### config.mk
export PLATFORM = sky130hd
export DESIGN_NAME = csr_trap_ctrl_flat
export DESIGN_NICKNAME = d
export VERILOG_FILES = /design/src/rtl/csr_pkg.sv /design/src/rtl/csr_trap_ctrl_if.sv /design/src/rtl/csr_trap_prio.sv /design/src/rtl/csr_trap_ctrl.sv /design/src/flat_wrapper.sv
export SDC_FILE = /design/constraint.sdc
export NUM_CORES = 1
export LEC_CHECK = 0
export BUFFER_PORTS_ARGS = -buffer_cell sky130_fd_sc_hd__buf_2
export CAP_MARGIN = 10
export CELL_PAD_IN_SITES_DETAIL_PLACEMENT = 2
export CELL_PAD_IN_SITES_GLOBAL_PLACEMENT = 2
export CORE_MARGIN = 2
export CORE_UTILIZATION = 25
export DETAILED_ROUTE_END_ITERATION = 8
export GPL_TIMING_DRIVEN = 1
export PLACE_DENSITY_LB_ADDON = 0.1
export SETUP_SLACK_MARGIN = 0.4
export SYNTH_ARGS = -nofsm -noshare
export SYNTH_HDL_FRONTEND = slang
export SYNTH_HIERARCHICAL = 1
export SYNTH_SLANG_ARGS = --single-unit
### constraint.sdc
create_clock -name clk -period 6.35 [get_ports clk]
set_clock_uncertainty 0.15 [all_clocks]
set_input_delay 0.9525 -clock clk [delete_from_list [all_inputs] [get_ports clk]]
set_output_delay 0.9525 -clock clk [all_outputs]
set_load 0.02 [all_outputs]
### src/rtl/csr_pkg.sv
// Shared constants and types for the machine-mode CSR trap sequencer.
// Holds CSR addresses, cause codes, MSTATUS bit indices, load-enable bits and the FSM state type.
package csr_pkg;

    localparam logic [11:0] CsrMstatus = 12'h300;
    localparam logic [11:0] CsrMtvec   = 12'h305;
    localparam logic [11:0] CsrMepc    = 12'h341;
    localparam logic [11:0] CsrMcause  = 12'h342;

    localparam logic [31:0] CauseBreakpoint = 32'd3;
    localparam logic [31:0] CauseEcallM     = 32'd11;
    localparam logic [31:0] CauseIrqExt     = 32'h8000_000B;
    localparam logic [31:0] CauseIrqTimer   = 32'h8000_0007;

    localparam int unsigned MstatusMie  = 3;
    localparam int unsigned MstatusMpie = 7;

    localparam int unsigned LdMstatus = 0;
    localparam int unsigned LdMtvec   = 1;
    localparam int unsigned LdMepc    = 2;
    localparam int unsigned LdMcause  = 3;

    typedef enum logic [2:0] {
        StIdle,
        StDrain,
        StSaveEpc,
        StSaveCause,
        StUpdStatus,
        StJump,
        StRetStatus,
        StRetJump
    } state_e;

    typedef enum logic {
        ModeTrap,
        ModeRet
    } mode_e;

    // Unmapped addresses decode to no load enable.
    function automatic logic [3:0] csr_addr_decode(logic [11:0] addr);
        logic [3:0] ld;
        ld = '0;
        case (addr)
            CsrMstatus: ld[LdMstatus] = 1'b1;
            CsrMtvec:   ld[LdMtvec]   = 1'b1;
            CsrMepc:    ld[LdMepc]    = 1'b1;
            CsrMcause:  ld[LdMcause]  = 1'b1;
            default:    ld = '0;
        endcase
        return ld;
    endfunction

endpackage

### src/rtl/csr_trap_ctrl_if.sv
// Software CSR write port from the EX stage: request, address, data and grant.
interface csr_trap_ctrl_if #(
    parameter int unsigned XLEN = 32
);
    logic            sw_csr_we;
    logic [11:0]     sw_csr_addr;
    logic [XLEN-1:0] sw_csr_wdata;
    logic            sw_csr_ready;

    modport master (
        output sw_csr_we,
        output sw_csr_addr,
        output sw_csr_wdata,
        input  sw_csr_ready
    );

    modport slave (
        input  sw_csr_we,
        input  sw_csr_addr,
        input  sw_csr_wdata,
        output sw_csr_ready
    );
endinterface

### src/rtl/csr_trap_prio.sv
// Priority encoder for trap sources: ebreak > ecall > external irq > timer irq.
// Interrupts are qualified by MSTATUS.MIE.
module csr_trap_prio
    import csr_pkg::*;
(
    input  logic        ebreak_i,
    input  logic        ecall_i,
    input  logic        irq_ext_i,
    input  logic        irq_timer_i,
    input  logic        mie_i,
    output logic        trap_req_o,
    output logic [31:0] cause_o
);

    always_comb begin
        trap_req_o = 1'b1;
        cause_o    = '0;
        if (ebreak_i) begin
            cause_o = CauseBreakpoint;
        end else if (ecall_i) begin
            cause_o = CauseEcallM;
        end else if (irq_ext_i && mie_i) begin
            cause_o = CauseIrqExt;
        end else if (irq_timer_i && mie_i) begin
            cause_o = CauseIrqTimer;
        end else begin
            trap_req_o = 1'b0;
        end
    end

endmodule

### src/rtl/csr_trap_ctrl.sv
// Trap/MRET sequencer and software write arbiter for the M-mode CSR bank.
// Optional VECTORED_TRAP_EN enables vectored interrupt targets when mtvec mode is 01.
module csr_trap_ctrl
    import csr_pkg::*;
#(
    parameter int unsigned XLEN         = 32,
    parameter int unsigned FLUSH_CYCLES = 2
) (
    input  logic            clk,
    input  logic            rst,
    input  logic            ebreak,
    input  logic            ecall,
    input  logic            irq_ext,
    input  logic            irq_timer,
    input  logic            mret,
    input  logic [XLEN-1:0] trap_pc,
    input  logic [XLEN-1:0] mstatus_q,
    input  logic [XLEN-1:0] mtvec_q,
    input  logic [XLEN-1:0] mepc_q,
    csr_trap_ctrl_if.slave  sw,
    output logic [3:0]      csr_load,
    output logic [XLEN-1:0] csr_wdata,
    output logic            stall,
    output logic            flush,
    output logic            pc_redirect,
    output logic [XLEN-1:0] pc_target,
    output logic            busy
);

    localparam int unsigned CntW = (FLUSH_CYCLES > 1) ? $clog2(FLUSH_CYCLES) : 1;
    localparam logic [CntW-1:0] CntLast = CntW'(FLUSH_CYCLES - 1);

    state_e          state_q, state_d;
    mode_e           mode_q;
    logic [CntW-1:0] cnt_q;
    logic [XLEN-1:0] epc_q;
    logic [31:0]     cause_q;
    logic            stall_q, flush_q, redirect_q, busy_q;
    logic [3:0]      fsm_load_q;

    logic            trap_req;
    logic [31:0]     cause;
    logic            sw_ready;
    logic [XLEN-1:0] status_trap, status_ret, jump_target;

    csr_trap_prio u_prio (
        .ebreak_i    (ebreak),
        .ecall_i     (ecall),
        .irq_ext_i   (irq_ext),
        .irq_timer_i (irq_timer),
        .mie_i       (mstatus_q[MstatusMie]),
        .trap_req_o  (trap_req),
        .cause_o     (cause)
    );

    assign sw_ready        = (state_q == StIdle) && !trap_req && !mret;
    assign sw.sw_csr_ready = sw_ready;

    always_comb begin
        state_d = state_q;
        unique case (state_q)
            StIdle:      if (trap_req || mret) state_d = StDrain;
            StDrain: begin
                if (cnt_q == CntLast) begin
                    state_d = (mode_q == ModeTrap) ? StSaveEpc : StRetStatus;
                end
            end
            StSaveEpc:   state_d = StSaveCause;
            StSaveCause: state_d = StUpdStatus;
            StUpdStatus: state_d = StJump;
            StJump:      state_d = StIdle;
            StRetStatus: state_d = StRetJump;
            StRetJump:   state_d = StIdle;
            default:     state_d = StIdle;
        endcase
    end

    // Control outputs are registered from the next state so they align with state_q.
    always_ff @(posedge clk or posedge rst) begin
        if (rst) begin
            state_q    <= StIdle;
            mode_q     <= ModeTrap;
            cnt_q      <= '0;
            epc_q      <= '0;
            cause_q    <= '0;
            stall_q    <= 1'b0;
            flush_q    <= 1'b0;
            redirect_q <= 1'b0;
            busy_q     <= 1'b0;
            fsm_load_q <= '0;
        end else begin
            state_q <= state_d;
            if (state_q == StIdle) begin
                cnt_q <= '0;
                if (trap_req) begin
                    epc_q   <= trap_pc;
                    cause_q <= cause;
                    mode_q  <= ModeTrap;
                end else if (mret) begin
                    mode_q <= ModeRet;
                end
            end else if (state_q == StDrain) begin
                cnt_q <= cnt_q + 1'b1;
            end
            stall_q    <= (state_d != StIdle);
            busy_q     <= (state_d != StIdle);
            flush_q    <= state_d inside {StDrain, StJump, StRetJump};
            redirect_q <= state_d inside {StJump, StRetJump};
            unique case (state_d)
                StSaveEpc:               fsm_load_q <= 4'(1 << LdMepc);
                StSaveCause:             fsm_load_q <= 4'(1 << LdMcause);
                StUpdStatus, StRetStatus: fsm_load_q <= 4'(1 << LdMstatus);
                default:                 fsm_load_q <= '0;
            endcase
        end
    end

    always_comb begin
        status_trap              = mstatus_q;
        status_trap[MstatusMpie] = mstatus_q[MstatusMie];
        status_trap[MstatusMie]  = 1'b0;
        status_ret               = mstatus_q;
        status_ret[MstatusMie]   = mstatus_q[MstatusMpie];
        status_ret[MstatusMpie]  = 1'b1;
    end

`ifdef VECTORED_TRAP_EN
    always_comb begin
        jump_target = {mtvec_q[XLEN-1:2], 2'b00};
        if (mtvec_q[1:0] == 2'b01 && cause_q[31]) begin
            jump_target = jump_target + XLEN'({cause_q[4:0], 2'b00});
        end
    end
`else
    logic unused_mtvec_mode;
    assign unused_mtvec_mode = ^mtvec_q[1:0];
    assign jump_target       = {mtvec_q[XLEN-1:2], 2'b00};
`endif

    always_comb begin
        csr_load  = fsm_load_q;
        csr_wdata = '0;
        pc_target = '0;
        unique case (state_q)
            StSaveEpc:   csr_wdata = epc_q;
            StSaveCause: csr_wdata = XLEN'(cause_q);
            StUpdStatus: csr_wdata = status_trap;
            StRetStatus: csr_wdata = status_ret;
            StJump:      pc_target = jump_target;
            StRetJump:   pc_target = mepc_q;
            default: begin
                if (sw.sw_csr_we && sw_ready) begin
                    csr_load  = csr_addr_decode(sw.sw_csr_addr);
                    csr_wdata = sw.sw_csr_wdata;
                end
            end
        endcase
    end

    assign stall       = stall_q;
    assign flush       = flush_q;
    assign pc_redirect = redirect_q;
    assign busy        = busy_q;

endmodule

### src/flat_wrapper.sv
// flat-port wrapper written by rule: the top's interface ports become plain ports
module csr_trap_ctrl_flat import csr_pkg::*;
#(
    parameter int unsigned XLEN         = 32,
    parameter int unsigned FLUSH_CYCLES = 2
)
  (clk, rst, ebreak, ecall, irq_ext, irq_timer, mret, trap_pc, mstatus_q, mtvec_q, mepc_q, csr_load, csr_wdata, stall, flush, pc_redirect, pc_target, busy, sw_sw_csr_we, sw_sw_csr_addr, sw_sw_csr_wdata, sw_sw_csr_ready);
  csr_trap_ctrl_if #(.XLEN(XLEN)) sw_i ();
  input  logic clk;
  input  logic rst;
  input  logic ebreak;
  input  logic ecall;
  input  logic irq_ext;
  input  logic irq_timer;
  input  logic mret;
  input  logic [XLEN-1:0] trap_pc;
  input  logic [XLEN-1:0] mstatus_q;
  input  logic [XLEN-1:0] mtvec_q;
  input  logic [XLEN-1:0] mepc_q;
  output logic [3:0] csr_load;
  output logic [XLEN-1:0] csr_wdata;
  output logic stall;
  output logic flush;
  output logic pc_redirect;
  output logic [XLEN-1:0] pc_target;
  output logic busy;
  input wire logic [$bits(sw_i.sw_csr_we)-1:0] sw_sw_csr_we;
  input wire logic [$bits(sw_i.sw_csr_addr)-1:0] sw_sw_csr_addr;
  input wire logic [$bits(sw_i.sw_csr_wdata)-1:0] sw_sw_csr_wdata;
  output wire logic [$bits(sw_i.sw_csr_ready)-1:0] sw_sw_csr_ready;
  assign sw_i.sw_csr_we = sw_sw_csr_we;
  assign sw_i.sw_csr_addr = sw_sw_csr_addr;
  assign sw_i.sw_csr_wdata = sw_sw_csr_wdata;
  assign sw_sw_csr_ready = sw_i.sw_csr_ready;
  csr_trap_ctrl #(.XLEN(XLEN), .FLUSH_CYCLES(FLUSH_CYCLES)) u_core (.clk(clk), .rst(rst), .ebreak(ebreak), .ecall(ecall), .irq_ext(irq_ext), .irq_timer(irq_timer), .mret(mret), .trap_pc(trap_pc), .mstatus_q(mstatus_q), .mtvec_q(mtvec_q), .mepc_q(mepc_q), .sw(sw_i), .csr_load(csr_load), .csr_wdata(csr_wdata), .stall(stall), .flush(flush), .pc_redirect(pc_redirect), .pc_target(pc_target), .busy(busy));
endmodule
==> results of run 1 <==
==> final timing paths <==
kind,start,end,slack (ns)
max in group asynchronous,rst,u_core/state_q[0]$_DFF_PP0_,4.59
max,irq_timer,csr_wdata[16],2.09
min reg2reg,u_core/mode_q$_DFFE_PP0P_,u_core/fsm_load_q[2]$_DFF_PP0_,0.32
min,u_core/mode_q$_DFFE_PP0P_,u_core/fsm_load_q[2]$_DFF_PP0_,0.32
min in group asynchronous,rst,u_core/epc_q[15]$_DFFE_PP0P_,0.77
max reg2reg,u_core/state_q[0]$_DFF_PP0_,u_core/cause_q[28]$_DFFE_PP0P_,3.33
==> state kept, by name, summed over array words and instances, names as in the netlist <==
signal and cells:
u_core/mode_q 1, u_core/epc_q 32, u_core/pc_redirect 1, u_core/cause_q 32, u_core/busy 1, u_core/cnt_q 1
u_core/state_q 3, u_core/flush 1, u_core/fsm_load_q 3
==> through the flow <==
step                      cell area, um^2  utilization  hold WS [ns]  total power (uW)  setup slack [ns]
after floorplan                      4780            -         0.280              2000              2.96
after global placement               5860        0.316         0.307              2240              2.12
after detailed placement             5860        0.316         0.312              2280              2.06
after CTS                            6130        0.331         0.322              2780              2.05
after global routing                 6140        0.332         0.345              2920              1.84
final                                6140        0.332         0.324              2720              2.09
==> worst max-delay path: cells and delay by family <==
kind                   cells  cell delay (ns)
AOI/OAI and AO/OA          2             0.45
buffers and inverters      2             0.30
and+or+nand+nor            3             1.43
==> final cells by class <==
type,count,area [um^2]
Inverter,3,12.5
Sequential cell,75,1880
Timing Repair Buffer,257,1310
Fill cell,2084,12400
Clock buffer,11,233
Clock inverter,5,37.5
Tap cell,234,293
Multi-Input combinational cell,275,2380
==> power groups by stage <==
stage               Combinational, uW  Clock (uW)  Sequential (uW)
finish                           1380         468              872
detailed placement               1400           0              880
global placement                 1370           0              866
global route                     1500         518              906
floorplan                        1180           0              817
CTS                              1410         493              876
==> cells in the mapped netlist (2+ instances only) <==
| cell | count |
|---|---|
| o41ai_1 | 2 |
| nand2_1 | 6 |
| a21oi_1 | 6 |
| mux2_2 | 15 |
| a221o_1 | 30 |
| mux2i_1 | 31 |
| and2_1 | 2 |
| buf_4 | 32 |
| nand3_1 | 2 |
| buf_6 | 7 |
| mux2_4 | 49 |
| dfrtp_1 | 75 |
| a22o_1 | 31 |
| buf_12 | 6 |
| o21ai_0 | 10 |
| inv_1 | 3 |
| buf_2 | 11 |
| nor2_1 | 39 |
| clkbuf_1 | 4 |
| nand2b_1 | 4 |
==> kinds of logic after synthesis <==
family | count (synthesis) | share of synthesized area
compound gates | 84 | 0.152
buf+inv | 63 | 0.111
flops | 75 | 0.401
mux | 95 | 0.260
other cells | 1 | 0.000802
simple gates | 69 | 0.0746
==> routing by layer <==
layer | vias up | track usage | part of all wire
met5 | - | 0 | 0
met1 | 2003 | 0.184 | 0.42
met4 | 0 | 0.0379 | 0.012
met3 | 15 | 0.0374 | 0.058
li1 | 1850 | - | -
met2 | 128 | 0.272 | 0.51
==> reports/summary.txt, run 1 <==
====================================================================================
Routed WL .............................................................      15.4 mm
Peak VDD IR ...........................................................   0.000170 V
Category of the critical setup timing path ............................       in2out
Cells taking the most area after synthesis ............................ dfrtp_1 (40%), mux2_4 (16%), mux2i_1 (6.6%)
RSZ-0062 raised after global routing ..................................           no
Global router's overall resource usage ................................        0.152
Post-layout min period ................................................      4.26 ns
Max-slew violation total from the final report ........................            0
IO Count ..............................................................          253
Area of the mapped netlist ............................................    4680 um^2
Dominant cell type by count on the critical path ......................        buf_2
FF+latch count, synth .................................................           75
Max-cap viol count ....................................................            0
Nets ..................................................................          801
Sequential fraction of design power ...................................        0.321
Mean routed wirelength per cell .......................................      17.9 um
Worst hold path type ..................................................      reg2reg
Via count of the first global-routing pass ............................        4,357
Num rows ..............................................................           50
Crit-path slowest cell ................................................       nor2_4
First-pass DRT Iterations .............................................            6
Diode insertion count for antenna repair ..............................            0
Total clock buffers created by CTS ....................................            9
Number of buffers inserted for hold repair after clock tree synthesis .            0
Clock tree buffer depth ...............................................            2
Most common library cell in the layout ignoring fill and taps .........        buf_2
Effective utilization at floorplan ....................................        0.253
Worst-case reg-to-reg path depth ......................................            5
Pin count of the biggest net entering global routing ..................           76
Area share of the largest cell type after synthesis ...................        0.401
Count of clock tree sinks .............................................           75
Warnings from Yosys ...................................................            6
Clock Root Buffer .....................................................    clkbuf_16
Share of total power in the clock network .............................        0.172
Die boundary height ...................................................       141 um
Overall die width .....................................................       141 um
Number of different library cells in the post-synthesis netlist .......           42
Kind of end point of the critical path ................................ primary output
Final cell count without fillers ......................................          860
TritonCTS clock tree ..................................................         done
Number of enable flip-flop cells after synthesis ......................            0
Initial DRC Count .....................................................           71
DP HPWL ...............................................................      11.4 mm
Share of flip-flops with an asynchronous set or reset .................         1.00
Element type at the critical path start ............................... primary input
Achievable clock frequency ............................................      235 MHz
Placed insts ..........................................................          843
Switching part of the total power .....................................        0.380
Worst-skew pair later-pin latency .....................................      0.33 ns
Reported leakage power ................................................   0.00327 uW
Final-report hold violation count .....................................            0
Postcts setup bufs ....................................................            0
Resize count post-CTS .................................................            0
Die area ..............................................................  19,800 um^2
Max incr delay on CP ..................................................      0.74 ns
Final setup viols .....................................................            0
Antenna-violating nets left ...........................................            0
Final global-route overflow total .....................................            0
Sum Neg Setup Slack ...................................................         0 ns
Core Footprint ........................................................  18,500 um^2
Worst Max-Slew Pin Slew ...............................................     0.997 ns
Sw Pwr ................................................................      1030 uW
Proportion of power drawn by combinational gates ......................        0.507
Final weighted congestion in routability-driven placement .............        0.733
Initial antenna violation count .......................................            0
Cells along the critical path ......................................... buf_2 -> o21ai_0 -> nand2_1 -> or3b_1 -> nor2_4 -> a221o_1 -> buf_2
Worst slew margin relative to its limit ...............................        0.335
Final critical-path share of the clock period .........................        0.671
Outcome ...............................................................    completed
Residual DRC count ....................................................            0
Area overhead of the layout relative to synthesis .....................        31.3%
Internal Power ........................................................      1690 uW
Post-Synthesis Cells ..................................................          387
Required time of the critical path ....................................      5.25 ns
Worst hold path depth .................................................            1
Wire length of the first global-routing pass ..........................      23.9 mm
H-tree levels .........................................................            3
Total power divided by cell area ......................................  443 nW/um^2
Fraction of final layout cells sized beyond drive strength 1 ..........        0.546
Dominant synthesized flop cell ........................................      dfrtp_1
Clk slew on worst S/H paths ...........................................      0.06 ns
Fraction of the yosys area taken by sequential cells ..................        0.401
Data arrival time of the worst path ...................................      3.16 ns
Routed via count ......................................................        3,996
I/O Buffers ...........................................................          250
Highest fanout seen on the critical path ..............................           32
Avg Synthesized Cell Area .............................................    12.1 um^2
Ratio of routed vias to standard cells ................................         4.65
Commonest non-fill, non-tap cells in the layout ....................... buf_2 (250), dfrtp_1 (74), mux2_4 (49)
Synth area leader .....................................................      dfrtp_1
====================================================================================
Note: power is estimated with default switching activity, not from simulation.
==> inputs of run 2 (changes only) <==
==> constraint.sdc (replaced) <==
create_clock -name clk -period 3.8 [get_ports clk]
set_clock_uncertainty 0.15 [all_clocks]
set_input_delay 0.57 -clock clk [delete_from_list [all_inputs] [get_ports clk]]
set_output_delay 0.57 -clock clk [all_outputs]
set_load 0.02 [all_outputs]
==> run 2 against run 1 <==
First-iteration DRC count is 13% lower. Wire length rose by 1.3%. Largest cell class unchanged. Highest routed layer unchanged. Worst setup slack got worse by 1.4 ns.
==> reports/summary.txt, run 2 (same netlist as run 1, synthesis figures left out) <==
====================================================================================
Wire length of the first global-routing pass ..........................      24.6 mm
H-tree levels .........................................................            3
Clock Root Buffer .....................................................    clkbuf_16
Number of buffers inserted for hold repair after clock tree synthesis .            0
Effective utilization at floorplan ....................................        0.253
Core Footprint ........................................................  18,500 um^2
Cells along the critical path ......................................... buf_4 -> buf_6 -> and3_1 -> buf_4 -> a22o_1 -> buf_2
Worst slew margin relative to its limit ...............................        0.307
Initial DRC Count .....................................................           62
Area overhead of the layout relative to synthesis .....................        33.2%
Antenna-violating nets left ...........................................            0
Final critical-path share of the clock period .........................        0.831
Highest fanout seen on the critical path ..............................           32
IO Count ..............................................................          253
Final-report hold violation count .....................................            0
Routed via count ......................................................        3,985
First-pass DRT Iterations .............................................            4
Final setup viols .....................................................            0
I/O Buffers ...........................................................          250
Regs by FF count ...................................................... u_core/cause_q: 32 flops, u_core/epc_q: 32 flops
Peak VDD IR ...........................................................   0.000283 V
Element type at the critical path start ...............................         flop
Data arrival time of the worst path ...................................      2.44 ns
Dominant cell type by count on the critical path ......................        buf_4
Fraction of final layout cells sized beyond drive strength 1 ..........        0.553
Ratio of routed vias to standard cells ................................         4.60
Reported leakage power ................................................   0.00332 uW
Num rows ..............................................................           50
Count of clock tree sinks .............................................           75
Worst Max-Slew Pin Slew ...............................................      1.04 ns
Dpl ws ................................................................     0.751 ns
Routed WL .............................................................      15.6 mm
Max-slew violation total from the final report ........................            0
Final weighted congestion in routability-driven placement .............        0.716
Most common library cell in the layout ignoring fill and taps .........        buf_2
Tightest hold margin ..................................................     0.272 ns
Final Power ...........................................................      4680 uW
Max incr delay on CP ..................................................      0.55 ns
Die boundary height ...................................................       141 um
Post-layout util ......................................................        0.337
Global router's overall resource usage ................................        0.157
Clock tree buffer depth ...............................................            2
TritonCTS clock tree ..................................................         done
Crit-path slowest cell ................................................      dfrtp_2
Commonest non-fill, non-tap cells in the layout ....................... buf_2 (250), dfrtp_1 (74), mux2_4 (49)
Clk slew on worst S/H paths ...........................................      0.06 ns
Mean routed wirelength per cell .......................................      18.0 um
Die area ..............................................................  19,800 um^2
Kind of end point of the critical path ................................ primary output
RSZ-0062 raised after global routing ..................................           no
Category of the critical setup timing path ............................      reg2out
Total clock buffers created by CTS ....................................            9
Overall die width .....................................................       141 um
Setup ws final ........................................................     0.643 ns
Sum Neg Setup Slack ...................................................         0 ns
Achievable clock frequency ............................................      317 MHz
Residual DRC count ....................................................            0
Post-layout min period ................................................      3.16 ns
Via count of the first global-routing pass ............................        4,494
Final global-route overflow total .....................................            0
Worst hold path type ..................................................     in2async
Outcome ...............................................................    completed
Total power divided by cell area ......................................  751 nW/um^2
Filler cells ..........................................................        2,073
Required time of the critical path ....................................      3.08 ns
Max-cap viol count ....................................................            0
DP HPWL ...............................................................      11.8 mm
Pin count of the biggest net entering global routing ..................           57
Initial antenna violation count .......................................            2
Nets ..................................................................          806
Worst-skew pair later-pin latency .....................................      0.34 ns
====================================================================================
[run 2: worst paths after layout]
path	depth (start not counted)	to	slack, ns	startpoint
max	6	pc_target[7]	0.64	u_core/state_q[0]$_DFF_PP0_
min	2	u_core/epc_q[26]$_DFFE_PP0P_	0.27	rst
max reg2reg	5	u_core/epc_q[13]$_DFFE_PP0P_	1.31	u_core/state_q[0]$_DFF_PP0_
min reg2reg	1	u_core/fsm_load_q[2]$_DFF_PP0_	0.34	u_core/mode_q$_DFFE_PP0P_
max in group asynchronous	3	u_core/epc_q[18]$_DFFE_PP0P_	2.47	rst
min in group clk	2	u_core/epc_q[14]$_DFFE_PP0P_	0.30	trap_pc[14]
[run 2: timing repair]
action	in CTS	in global routing
resized for setup	0	1
setup buffers	0	0
endpoints found under the setup margin	0	19
endpoints found under the hold margin	0	0
[run 2: metal layers]
layer,up-vias,global-route usage,share of wire
met5,-,0,0
met4,0,0.0400,0.0098
met3,13,0.0421,0.068
met2,131,0.283,0.51
met1,1972,0.185,0.41
li1,1869,-,-
[run 2: metrics by stage]
stage / instance area [um^2] / instances
6_report: 6230 / 867
5_1_grt: 6230 / 865
4_1_cts: 6220 / 865
3_5_place_dp: 5920 / 849
3_3_place_gp: 5920 / 849
2_1_floorplan: 4780 / 413
[run 2: layout make-up]
| class | instances | area, um^2 | share of cell area |
|---|---|---|---|
| Multi-Input combinational cell | 275 | 2380 | 0.382 |
| Sequential cell | 75 | 1880 | 0.301 |
| Timing Repair Buffer | 262 | 1360 | 0.218 |
| Tap cell | 234 | 293 | 0.0470 |
| Clock buffer | 10 | 239 | 0.0383 |
| Clock inverter | 6 | 70.1 | 0.0112 |
| Inverter | 3 | 12.5 | 0.00201 |
| Antenna cell | 2 | 5.00 | 0.000803 |
[run 2: worst max-delay path, delay by kind of cell (launching register included)]
| family | cells | cell delay [ns] |
|---|---|---|
| buffers and inverters | 4 | 1.11 |
| flip-flops | 1 | 0.55 |
| AO/OA/AOI/OAI | 1 | 0.20 |
| AND/OR/NAND/NOR | 1 | 0.19 |
[run 2: power breakdown]
group	leakage (uW)	internal, uW	total, uW	switching, uW
combinational	0.00228	1210	2330	1130
sequential	0.000891	1190	1460	270
clock	0.000153	532	892	360
==> inputs of run 3 (changes only) <==
==> constraint.sdc (replaced) <==
create_clock -name clk -period 3.03 [get_ports clk]
set_clock_uncertainty 0.15 [all_clocks]
set_input_delay 0.4545 -clock clk [delete_from_list [all_inputs] [get_ports clk]]
set_output_delay 0.4545 -clock clk [all_outputs]
set_load 0.02 [all_outputs]
==> run 3 against run 2 <==
Utilization increased by 1.5 points. Count of clock-buffer cells in the layout increased by 1. First-iteration DRC count up 74%. Register-to-register slack worse by 0.34 ns. Sequential cell count did not move. Largest cell class unchanged.
==> reports/summary.txt, run 3 (same netlist as run 1, synthesis figures left out) <==
====================================================================================
Routed WL .............................................................      16.5 mm
Peak VDD IR ...........................................................   0.000296 V
Pin count of the biggest net entering global routing ..................           43
Outcome ...............................................................    completed
Total clock buffers created by CTS ....................................            9
Nets ..................................................................          816
Area of all placed cells without fillers ..............................    6520 um^2
Fraction of final layout cells sized beyond drive strength 1 ..........        0.577
Kind of end point of the critical path ................................ primary output
Effective utilization at floorplan ....................................        0.253
Die boundary height ...................................................       141 um
Placed instance area ..................................................    5960 um^2
Category of the critical setup timing path ............................       in2out
Setup ws final ........................................................     0.444 ns
Reg2reg start ......................................................... u_core/state_q[2]$_DFF_PP0_
Max-cap viol count ....................................................            0
Share of total power in the clock network .............................        0.188
Number of buffers inserted for hold repair after clock tree synthesis .            0
Post-layout min period ................................................      2.59 ns
Clock tree buffer depth ...............................................            2
Final-report hold violation count .....................................            0
Sum Neg Setup Slack ...................................................         0 ns
Worst hold path type ..................................................     in2async
Commonest non-fill, non-tap cells in the layout ....................... buf_2 (238), dfrtp_1 (72), mux2_4 (49)
Antenna-violating nets left ...........................................            0
Highest fanout seen on the critical path ..............................            8
Element type at the critical path start ............................... primary input
Reg2Reg Capture Point ................................................. u_core/epc_q[13]$_DFFE_PP0P_
Total power divided by cell area ......................................  927 nW/um^2
Clk slew on worst S/H paths ...........................................      0.06 ns
Final global-route overflow total .....................................            0
Initial DRC Count .....................................................          108
Mean routed wirelength per cell .......................................      18.8 um
First-pass DRT Iterations .............................................            4
I/O Buffers ...........................................................          250
Achievable clock frequency ............................................      387 MHz
Sequential fraction of design power ...................................        0.297
Clock Root Buffer .....................................................    clkbuf_16
Count of clock tree sinks .............................................           75
Global router's overall resource usage ................................        0.157
Ratio of routed vias to standard cells ................................         4.59
Core Footprint ........................................................  18,500 um^2
Worst Max-Slew Pin Slew ...............................................     0.644 ns
Reported leakage power ................................................   0.00342 uW
Area overhead of the layout relative to synthesis .....................        39.3%
Data arrival time of the worst path ...................................      1.98 ns
Die area ..............................................................  19,800 um^2
TritonCTS clock tree ..................................................         done
Final critical-path share of the clock period .........................        0.853
Flop2flop setup slack .................................................      0.97 ns
Overall die width .....................................................       141 um
Residual DRC count ....................................................            0
RSZ-0062 raised after global routing ..................................           no
Worst-skew pair later-pin latency .....................................      0.34 ns
Most common library cell in the layout ignoring fill and taps .........        buf_2
Final setup viols .....................................................            0
Switching part of the total power .....................................        0.371
Worst-case reg-to-reg path depth ......................................            4
Routed via count ......................................................        4,018
Max-slew violation total from the final report ........................            0
Wire length of the first global-routing pass ..........................      24.4 mm
Sw Pwr ................................................................      2240 uW
H-tree levels .........................................................            3
Dpl ws ................................................................     0.373 ns
Post-layout util ......................................................        0.352
Proportion of power drawn by combinational gates ......................        0.515
Internal Power ........................................................      3800 uW
DP HPWL ...............................................................      11.6 mm
Regs by FF count ...................................................... u_core/cause_q: 32 flops, u_core/epc_q: 32 flops
Via count of the first global-routing pass ............................        4,354
Num rows ..............................................................           50
Initial antenna violation count .......................................            0
Required time of the critical path ....................................      2.43 ns
IO Count ..............................................................          253
Final weighted congestion in routability-driven placement .............        0.733
Worst slew margin relative to its limit ...............................        0.570
====================================================================================
run 3: cell types whose count changed in the layout (fill, tap and decap cells not counted), moves of 4 or more:
cell and change:
buf_4 +9, buf_6 +4, buf_12 +5, buf_2 -12
run 3: area by class of cell:
class                           count  area, um^2
Fill cell                        2093       12000
Antenna cell                        1        2.50
Tap cell                          234         293
Sequential cell                    75        1880
Clock buffer                       11         253
Clock inverter                      5        58.8
Inverter                            3        12.5
Multi-Input combinational cell    275        2430
Timing Repair Buffer              272        1590
run 3: repair_timing:
action | CTS | global route
gates resized for setup | 7 | 31
setup endpoints to repair | 67 | 66
buffers inserted | 4 | 2
gates cloned | 0 | 3
pin swaps | 0 | 6
run 3: how the worst max path moves through the flow:
stage	startpoint	to	slack (ns)	cells past startpoint
floorplan	rst	u_core/busy$_DFF_PP0_	0.52	1
global placement	irq_timer	csr_wdata[15]	0.41	8
detailed placement	irq_timer	csr_load[0]	0.37	8
CTS	irq_timer	csr_wdata[16]	0.38	8
global route	ebreak	csr_wdata[16]	0.39	9
finish	ebreak	csr_wdata[14]	0.44	9
run 3: worst max-delay path, cell delays in order:
cell and delay, ns:
buf_4 0.12, nor2_4 0.13, nand2_2 0.08, or3b_4 0.43, nor2_4 0.14, buf_12 0.14
clkbuf_16 0.17, a221o_1 0.15, buf_2 0.16
run 3: layer usage:
metal	share of wire	track usage	wire length, um	vias up
met5	0	0	0	-
li1	-	-	-	1878
met2	0.52	0.282	8560	123
met3	0.052	0.0370	856	6
met1	0.42	0.191	7000	2011
met4	0.0056	0.0332	93	0
run 3: stage by stage:
stage / hold WS, ns / power [uW] / std cells
global placement: 0.313 / 4760 / 850
detailed placement: 0.316 / 4850 / 850
global route: 0.0704 / 6460 / 875
finish: 0.0286 / 6040 / 876
floorplan: 0.280 / 4180 / 413
CTS: 0.0547 / 6100 / 870
run 3: power groups by stage:
stage                     Sequential, uW  Combinational (uW)  Clock [uW]
final                               1800                3110        1140
after CTS                           1810                3110        1180
after global placement              1810                2940           0
after global routing                1870                3380        1210
after floorplan                     1710                2470           0
after detailed placement            1840                3010           0
